## config.mk

```make
export PLATFORM = sky130hd
export DESIGN_NAME = arith_decoder_core
export DESIGN_NICKNAME = d
export VERILOG_FILES = /design/src/rtl/arith_decoder_core.sv
export SDC_FILE = /design/constraint.sdc
export NUM_CORES = 1
export LEC_CHECK = 0
export CAP_MARGIN = 20
export CORE_MARGIN = 5
export CORE_UTILIZATION = 45
export DETAILED_ROUTE_END_ITERATION = 8
export DONT_BUFFER_PORTS = 1
export PLACE_DENSITY_LB_ADDON = 0.12
export SYNTH_ARGS = -nofsm -noshare
export SYNTH_HDL_FRONTEND = slang
export SYNTH_SLANG_ARGS = --single-unit
```

## constraint.sdc

```tcl
create_clock -name clk -period 19.5 [get_ports clk]
set_input_delay 1.95 -clock clk [delete_from_list [all_inputs] [get_ports clk]]
set_output_delay 1.95 -clock clk [all_outputs]
set_load 0.05 [all_outputs]
```

## src/rtl/arith_decoder_core.sv

```systemverilog
// Multi-symbol / boolean arithmetic decoder core: byte refill, ICDF search, renormalization.
// Optional statistics counters are built when DEC_STATS_EN is defined.
module arith_decoder_core #(
    parameter int unsigned RANGE_WIDTH  = 16,
    parameter int unsigned SYMBOL_WIDTH = 4,
    parameter int unsigned D_SIZE       = 5,
    parameter int unsigned WINDOW_WIDTH = 40
) (
    input  logic                    clk,
    input  logic                    reset,
    input  logic [7:0]              in_byte,
    input  logic                    in_valid,
    output logic                    in_ready,
    input  logic                    in_eos,
    input  logic                    req_valid,
    output logic                    req_ready,
    input  logic                    req_bool,
    input  logic [SYMBOL_WIDTH:0]   req_nsyms,
    output logic [SYMBOL_WIDTH-1:0] cdf_idx,
    input  logic [15:0]             cdf_val,
    output logic                    out_valid,
    input  logic                    out_ready,
    output logic [SYMBOL_WIDTH-1:0] out_symbol,
    output logic [RANGE_WIDTH-1:0]  out_range,
    output logic [D_SIZE-1:0]       out_d,
    output logic [31:0]             stat_symbols,
    output logic [31:0]             stat_bytes
);

    localparam int unsigned VB_W  = $clog2(WINDOW_WIDTH + 1);
    localparam int unsigned VW    = RANGE_WIDTH + 1;
    localparam int unsigned SHIFT = WINDOW_WIDTH - RANGE_WIDTH;
    localparam int unsigned PW    = 18;
    localparam logic [VB_W-1:0] FILL_LIM = VB_W'(WINDOW_WIDTH - 8);

    typedef enum logic [2:0] {
        S_INIT,
        S_IDLE,
        S_SEARCH,
        S_NORM,
        S_REFILL,
        S_OUT
    } state_t;

    state_t                    state_q, state_d;
    logic [RANGE_WIDTH-1:0]    rng_q, rng_d;
    logic [WINDOW_WIDTH-1:0]   dif_q, dif_d;
    logic [VB_W-1:0]           vbits_q, vbits_d;
    logic [SYMBOL_WIDTH-1:0]   k_q, k_d;
    logic [VW-1:0]             v_q, v_d;
    logic                      bool_q, bool_d;
    logic [SYMBOL_WIDTH:0]     nsyms_q, nsyms_d;
    logic [SYMBOL_WIDTH-1:0]   sym_q, sym_d;
    logic                      want_q, want_d;
    logic [SYMBOL_WIDTH-1:0]   out_symbol_q, out_symbol_d;
    logic [RANGE_WIDTH-1:0]    out_range_q, out_range_d;
    logic [D_SIZE-1:0]         out_d_q, out_d_d;

    // Count of leading zeros across the range register.
    function automatic logic [D_SIZE-1:0] lzc(input logic [RANGE_WIDTH-1:0] x);
        logic [D_SIZE-1:0] n;
        n = D_SIZE'(RANGE_WIDTH);
        for (int i = 0; i < RANGE_WIDTH; i++) begin
            if (x[i]) n = D_SIZE'(RANGE_WIDTH - 1 - i);
        end
        return n;
    endfunction

    logic [RANGE_WIDTH-1:0]  c_win;
    logic [PW-1:0]           prod;
    logic [VW-1:0]           v_base;
    logic [VW-1:0]           v_bool;
    logic [VW-1:0]           v_cdf;
    logic [SYMBOL_WIDTH:0]   rem;
    logic                    last_k;
    logic                    bool_hit;
    logic                    byte_go;
    logic [7:0]              byte_val;
    logic [VB_W-1:0]         vb_add;
    logic [D_SIZE-1:0]       norm_d;

    // Shared ICDF multiply: (rng >> 8) * (icdf >> 6) >> 1.
    always_comb begin
        c_win    = dif_q[WINDOW_WIDTH-1 -: RANGE_WIDTH];
        prod     = PW'(rng_q[RANGE_WIDTH-1 -: 8]) * PW'(cdf_val[15:6]);
        v_base   = prod[PW-1:1];
        v_bool   = v_base + VW'(4);
        rem      = nsyms_q - (SYMBOL_WIDTH+1)'(1) - (SYMBOL_WIDTH+1)'(k_q);
        last_k   = ((SYMBOL_WIDTH+1)'(k_q) == (nsyms_q - (SYMBOL_WIDTH+1)'(1)));
        v_cdf    = last_k ? '0 : (v_base + VW'({rem, 2'b00}));
        bool_hit = ({1'b0, dif_q} >= {v_bool, {SHIFT{1'b0}}});
        byte_go  = want_q && (in_eos || in_valid);
        byte_val = in_eos ? 8'h00 : in_byte;
        vb_add   = vbits_q + VB_W'(8);
        norm_d   = lzc(rng_q);
    end

    always_ff @(posedge clk or posedge reset) begin
        if (reset) begin
            state_q      <= S_INIT;
            rng_q        <= RANGE_WIDTH'(1) << (RANGE_WIDTH - 1);
            dif_q        <= '1;
            vbits_q      <= '0;
            k_q          <= '0;
            v_q          <= '0;
            bool_q       <= 1'b0;
            nsyms_q      <= '0;
            sym_q        <= '0;
            want_q       <= 1'b0;
            out_symbol_q <= '0;
            out_range_q  <= '0;
            out_d_q      <= '0;
        end else begin
            state_q      <= state_d;
            rng_q        <= rng_d;
            dif_q        <= dif_d;
            vbits_q      <= vbits_d;
            k_q          <= k_d;
            v_q          <= v_d;
            bool_q       <= bool_d;
            nsyms_q      <= nsyms_d;
            sym_q        <= sym_d;
            want_q       <= want_d;
            out_symbol_q <= out_symbol_d;
            out_range_q  <= out_range_d;
            out_d_q      <= out_d_d;
        end
    end

    always_comb begin
        state_d      = state_q;
        rng_d        = rng_q;
        dif_d        = dif_q;
        vbits_d      = vbits_q;
        k_d          = k_q;
        v_d          = v_q;
        bool_d       = bool_q;
        nsyms_d      = nsyms_q;
        sym_d        = sym_q;
        out_symbol_d = out_symbol_q;
        out_range_d  = out_range_q;
        out_d_d      = out_d_q;

        unique case (state_q)
            S_INIT, S_REFILL: begin
                // Bytes land just below the valid bits; padding is a zero byte.
                if (byte_go) begin
                    dif_d   = dif_q ^ (WINDOW_WIDTH'(byte_val) << (FILL_LIM - vbits_q));
                    vbits_d = vb_add;
                    if (vb_add > FILL_LIM) begin
                        state_d = (state_q == S_INIT) ? S_IDLE : S_OUT;
                    end
                end
            end
            S_IDLE: begin
                if (req_valid) begin
                    bool_d  = req_bool;
                    nsyms_d = req_nsyms;
                    k_d     = '0;
                    v_d     = VW'(rng_q);
                    state_d = S_SEARCH;
                end
            end
            S_SEARCH: begin
                if (bool_q) begin
                    if (bool_hit) begin
                        sym_d = '0;
                        rng_d = rng_q - RANGE_WIDTH'(v_bool);
                        dif_d = dif_q - WINDOW_WIDTH'({v_bool, {SHIFT{1'b0}}});
                    end else begin
                        sym_d = SYMBOL_WIDTH'(1);
                        rng_d = RANGE_WIDTH'(v_bool);
                    end
                    state_d = S_NORM;
                end else if (!last_k && ({1'b0, c_win} < v_cdf)) begin
                    v_d = v_cdf;
                    k_d = k_q + SYMBOL_WIDTH'(1);
                end else begin
                    // v_q holds the previous boundary (u) of the selected interval.
                    sym_d   = k_q;
                    rng_d   = RANGE_WIDTH'(v_q - v_cdf);
                    dif_d   = dif_q - WINDOW_WIDTH'({v_cdf, {SHIFT{1'b0}}});
                    state_d = S_NORM;
                end
            end
            S_NORM: begin
                rng_d        = rng_q << norm_d;
                dif_d        = ((dif_q + WINDOW_WIDTH'(1)) << norm_d) - WINDOW_WIDTH'(1);
                vbits_d      = vbits_q - VB_W'(norm_d);
                out_symbol_d = sym_q;
                out_range_d  = rng_q << norm_d;
                out_d_d      = norm_d;
                state_d      = (vbits_d <= FILL_LIM) ? S_REFILL : S_OUT;
            end
            S_OUT: begin
                if (out_ready) state_d = S_IDLE;
            end
            default: begin
                state_d = S_INIT;
            end
        endcase
    end

    // Byte demand is registered so it reads 0 throughout reset.
    always_comb begin
        want_d = ((state_d == S_INIT) || (state_d == S_REFILL)) && (vbits_d <= FILL_LIM);
    end

    assign in_ready   = want_q && !in_eos;
    assign req_ready  = (state_q == S_IDLE);
    assign out_valid  = (state_q == S_OUT);
    assign cdf_idx    = k_q;
    assign out_symbol = out_symbol_q;
    assign out_range  = out_range_q;
    assign out_d      = out_d_q;

`ifdef DEC_STATS_EN
    logic [31:0] stat_symbols_q;
    logic [31:0] stat_bytes_q;

    // Delivered symbols and real (non-padding) bytes; both wrap.
    always_ff @(posedge clk or posedge reset) begin
        if (reset) begin
            stat_symbols_q <= '0;
            stat_bytes_q   <= '0;
        end else begin
            if (out_valid && out_ready) stat_symbols_q <= stat_symbols_q + 32'd1;
            if (in_valid && in_ready)   stat_bytes_q   <= stat_bytes_q + 32'd1;
        end
    end

    assign stat_symbols = stat_symbols_q;
    assign stat_bytes   = stat_bytes_q;
`else
    assign stat_symbols = '0;
    assign stat_bytes   = '0;
`endif

endmodule
```

Word level (Yosys, flattened, before mapping) --
Cells that the tools add are included.
Word-level totals: bits in registers 121, output and inout port bits 96, word-level logic and storage cells 119
Cells by class: $add $sub $neg 14, multiply operators 1, magnitude comparators 5, eq/ne operators 14, shift operators 3, mux-type cells 49, bitwise logic cells 1, reduce and logical (&&, ||, !) cells 19
Operators by type and width (count):
- two-way mux 40 bit | 4
- one-hot mux 40 bit (3 select lines) | 1
- two-way mux 16 bit | 6
- two-way mux 5 bit | 16
- subtractor 40 bit | 2
- one-hot mux 16 bit (2 select lines) | 2
- >= comparator 40 x 41 -> 1 bit | 1
- adder 40 x 1 -> 40 bit, second input constant | 1
- << shifter 40 x 5 -> 40 bit | 1
- << shifter 8 x 6 -> 40 bit | 1
- subtractor 40 x 1 -> 40 bit, second input constant | 1
- XOR 40 bit | 1
- subtractor 16 bit | 2
- two-way mux 3 bit | 7
- two-way mux 4 bit | 5
- multiplier 8 x 10 -> 18 bit | 1
- adder 17 x 3 -> 17 bit, second input constant | 1
- adder 17 x 7 -> 17 bit | 1
- < comparator 16 x 17 -> 1 bit | 1
- two-way mux 17 bit | 1
- << shifter 16 x 5 -> 16 bit | 1
- one-hot mux 3 bit (5 select lines) | 1
- less-or-equal comparator 6 bit, second input constant | 2
- one-hot mux 6 bit (2 select lines) | 1
- 26 further kinds | 45

Longest topological paths before layout --
depth after elaboration 23, mapped depth 36, gate-level depth less buffers 33

Worst setup path before layout --
Ideal clock, no wire load.
path kind input -> register, start point in cdf_val[7], end point reg k_q[3], in the netlist cdf_idx[3], arrival time 8946 ps, slack 10422 ps, stages 30, buffers on the path 2, cells stage by stage and2_1 > fa_1 > fa_1 > fa_1 > inv_1 > fa_1 > inv_1 > ha_1 > or4_1 > a21o_1 > and3_1 > o41a_1 > a211o_1 > or3b_1 > clkbuf_1 > nor3b_1 > xnor2_1 > nand2_1 > ha_1 > o2111ai_1 > a21oi_1 > a211oi_1 > o31ai_1 > a221oi_2 > nand2b_1 > and2_1 > buf_4 > nand4_1 > xnor2_1 > nor2_1
Between the ends: cells in the longest elaborated chain, start to end 7
Ends and longest elaborated chain:
- start: declaration | line 20 | input logic [15:0] cdf_val,
- multiplier 8 x 10 -> 18 bit | line 85 | prod = PW'(rng_q[RANGE_WIDTH-1 -: 8]) * PW'(cdf_val[15:6]);
- adder 17 x 7 -> 17 bit | line 90 | v_cdf = last_k ? '0 : (v_base + VW'({rem, 2'b00}));
- two-way mux 17 bit | line 90
- < comparator 16 x 17 -> 1 bit | line 175 | end else if (!last_k && ({1'b0, c_win} < v_cdf)) begin
- logical AND 1 bit | line 175
- != test 2 bit (no line)
- AND reduction 4 bit (no line)
- end signal: assignment | line 118 | k_q <= k_d;
- end: declaration | line 49 | logic [SYMBOL_WIDTH-1:0] k_q, k_d;
Every way passes these cells. A chain may end at the register's enable or synchronous reset.

Worst setup path in the final report --
Ends and elaborated chain as after synthesis.

==> results.tsv <==
stage	metric	value	unit
yosys	sequential area share after synthesis	15.9	%
yosys	YS warnings	0	
cts	TritonCTS Buffers	17	
cells_and_area	nets	2707	
cells_and_area	Fill cells	4345	
critical_path	CP startpoint kind	input pin	
yosys	Async S/R FF share, synth	100	%
detailed_routing	first-pass detailed-route iteration total	6	
detailed_routing	post-route ant nets	0	
cells_and_area	# diodes	0	
yosys	Post-synth EDFFs	0	
yosys	Avg Synthesized Cell Area	7.51	µm²
floorplan	initial cell density of the core	45.3	%
cts	postcts setup bufs	0	
cts	Clk Latency, worst-skew pair	470	ps
timing	Layout Skew	12.7	ps
timing	fin crit period	10030	ps
critical_path	CP max-delay cell	a21oi_1	
floorplan	Rows	76	
cts	CTS tree	done	
critical_path	Setup CP Type	in2reg	
floorplan	Die Area	47300	µm²
critical_path	Req. time, crit path	19820	ps
critical_path	Worst Setup End Kind	register	
critical_path	reg2reg start	rng_q[12]	
floorplan	die height	217	µm
place	Placed Area	19400	µm²
timing	Slew Viols, Final	0	
floorplan	DIE WIDTH	217	µm
global_routing	All-Layer GR Usage	31.0	%
yosys	cell area after synthesis	19400	µm²
global_routing	largest net degree at the start of global routing	67	
timing	Slew @ Worst Pin	1130	ps
cells_and_area	layout cells sized above 1	7.94	%
cells_and_area	design area	20100	µm²
yosys	count of cell types in the netlist	114	
hold_path	worst hold start	sym_q[1]	
cells_and_area	Finished Layout Cells	3039	
global_routing	vias in the first global route	18467	
cts	Clock Tree Buf Depth	2	
detailed_routing	DRC viols	0	
place	Cell Count Post-Placement	3006	
cts	Sink Count	121	
yosys	Top FF cell, synth	dfrtp_1	
floorplan	# IOs	132	
critical_path	Worst Setup SP	cdf_val[7]	
cts	post-CTS resize count	0	
timing	Max-slew headroom	23.7	%
hold_path	worst hold path type	reg2reg	
cells_and_area	area grow syn2layout	3.61	%
outcome	status	finished, final reports clean	
cts	Worst-path clk slew	60	ps
detailed_routing	vias per cell	6.44	
timing	sum of negative setup slack	0	ps
cts	Root Driver	clkbuf_16	
timing	Final Setup Violations	0	
place	IO Port Bufs	0	
critical_path	Reg2Reg Setup Slack	10040	ps
timing	final period utilization	51.5	%
run	max cap viols	0	
timing	f_max	99.7	MHz
global_routing	first-pass GRT wire length	113	mm
cts	htree depth	4	
timing	Hold Fails Final Rpt	0	
critical_path	critical path's largest stage delay	670	ps
detailed_routing	Post-Route WL	75.4	mm
place	RePlAce Congestion	1.02	
yosys	Post-Synthesis Cells	2578	
detailed_routing	vias	19577	
global_routing	initial antenna violation count	0	
timing	RSZ-0062 raised after global routing	no	
critical_path	CP Max Fanout	36	
place	Post-DP HPWL	56.9	mm
cts	cts hold-fix bufs	0	
critical_path	Critical Path AT	10360	ps
detailed_routing	routed length per instance	24.8	µm
global_routing	gr ovfl total	0	
floorplan	core area	42800	µm²
detailed_routing	Iter 0 DRT Violations	2087	
yosys	flops & latches, synth	121	
==> per-stage QoR <==
stage          hold WS [ps]  setup slack [ps]  util (%)
6_report                469              9470      46.9
5_1_grt                 500              9060      46.9
4_1_cts                 474              9570      46.9
3_5_place_dp            456              9100      45.5
3_3_place_gp            455              9210      45.5
2_1_floorplan           439             10420         -
==> cells in the mapped netlist (26+ instances only) <==
library cell	count	area share (%)
and3_1	26	0.84
a21oi_1	208	5.4
nor2_1	222	4.3
nand3_1	81	2.1
xnor2_1	92	4.2
dfrtp_1	80	10
buf_2	39	1.0
o211ai_1	29	1.1
a21o_1	36	1.4
o21ai_0	178	4.6
dfstp_2	41	5.6
clkbuf_1	92	1.8
mux2i_1	62	3.2
inv_1	124	2.4
nand2_1	244	4.7
nand4_1	31	1.0
xor2_1	52	2.4
a31oi_1	33	1.1
o22ai_1	37	1.2
nor3_1	69	1.8
ha_1	137	8.8
buf_4	70	2.7
and2_1	81	2.6
a211oi_1	28	1.1
fa_1	54	5.6
==> cells by family after synthesis <==
group,Yosys count,share of synthesized area (%)
multiplexers,86,4.71
AND/OR/NAND/NOR,900,23.1
adder cells (fa/ha/maj),191,14.4
flip-flops,121,15.9
other,1,0.0194
buffers and inverters,349,8.49
AO/OA/AOI/OAI,786,26.8
XOR/XNOR,144,6.51
==> cells in the final DEF, fill, tap and decap left out, drive strengths merged, types with 15 or more instances in the layout <==
cell type and count:
nand2 246, nor2 224, a21oi 210, o21ai 189
ha 137, inv 129, xnor2 92, nand3 82
and2 81, dfrtp 80, nor3 75, conb 64
mux2i 62, fa 54, xor2 52, dfstp 41
buf 39, o22ai 37, a21o 36, a31oi 33
nand4 33, nor4 31, o211ai 29, a211oi 28
and3 26, nand2b 25, o31ai 23, mux2 22
clkbuf 22, nor2b 21, a22oi 21, o21a 20
a221oi 15
==> worst max-delay path, delay by kind of cell <==
kind | cells | cell delay (ps)
and+or+nand+nor | 7 | 1050
xor gates and xnor gates | 2 | 350
adders and majority gates | 7 | 3110
buffers and inverters | 5 | 810
AOI/OAI and AO/OA | 11 | 3090
==> routing by layer <==
layer,vias up,part of all wire [%],global-route usage (%),wire (µm)
met1,9546,40,39.2,30500
met4,0,5.5,15.1,4130
met2,815,47,51.9,35800
met3,176,6.6,4.72,4990
met5,-,0,0,0
li1,9040,-,-,-
==> flip-flops by register name, summed over array words and instances (netlist names) <==
| name | count |
|---|---|
| dif_q | 40 |
| out_range | 16 |
| rng_q | 16 |
| v_q | 16 |
| vbits_q | 6 |
| nsyms_q | 5 |
| out_d | 5 |
| cdf_idx | 4 |
| out_symbol | 4 |
| sym_q | 4 |
| state_q | 3 |
| bool_q | 1 |
| want_q | 1 |
==> path summary, 6_finish.rpt <==
| kind | to | depth (start not counted) |
|---|---|---|
| worst max-delay path | cdf_idx[3] | 32 |
| worst max register to register | cdf_idx[3] | 32 |
| max in group asynchronous | out_range[5] | 2 |
| worst min register to register | out_symbol[1] | 2 |
| min in group asynchronous | cdf_idx[2] | 1 |
| worst min-delay path | out_symbol[1] | 2 |
==> final cells by class <==
cell class	instances	area [µm²]	share of cell area, %
multi-input cells	2171	14900	74.3
flip-flops and latches	121	3080	15.3
well taps	546	683	3.40
inverters	129	489	2.44
clock buffers	21	470	2.34
repair buffers	40	300	1.50
clock inverters	11	144	0.717
Power is left out: the tool's default activity adds up to more than one toggle a clock period on the data nets, which glitch-free logic cannot reach.
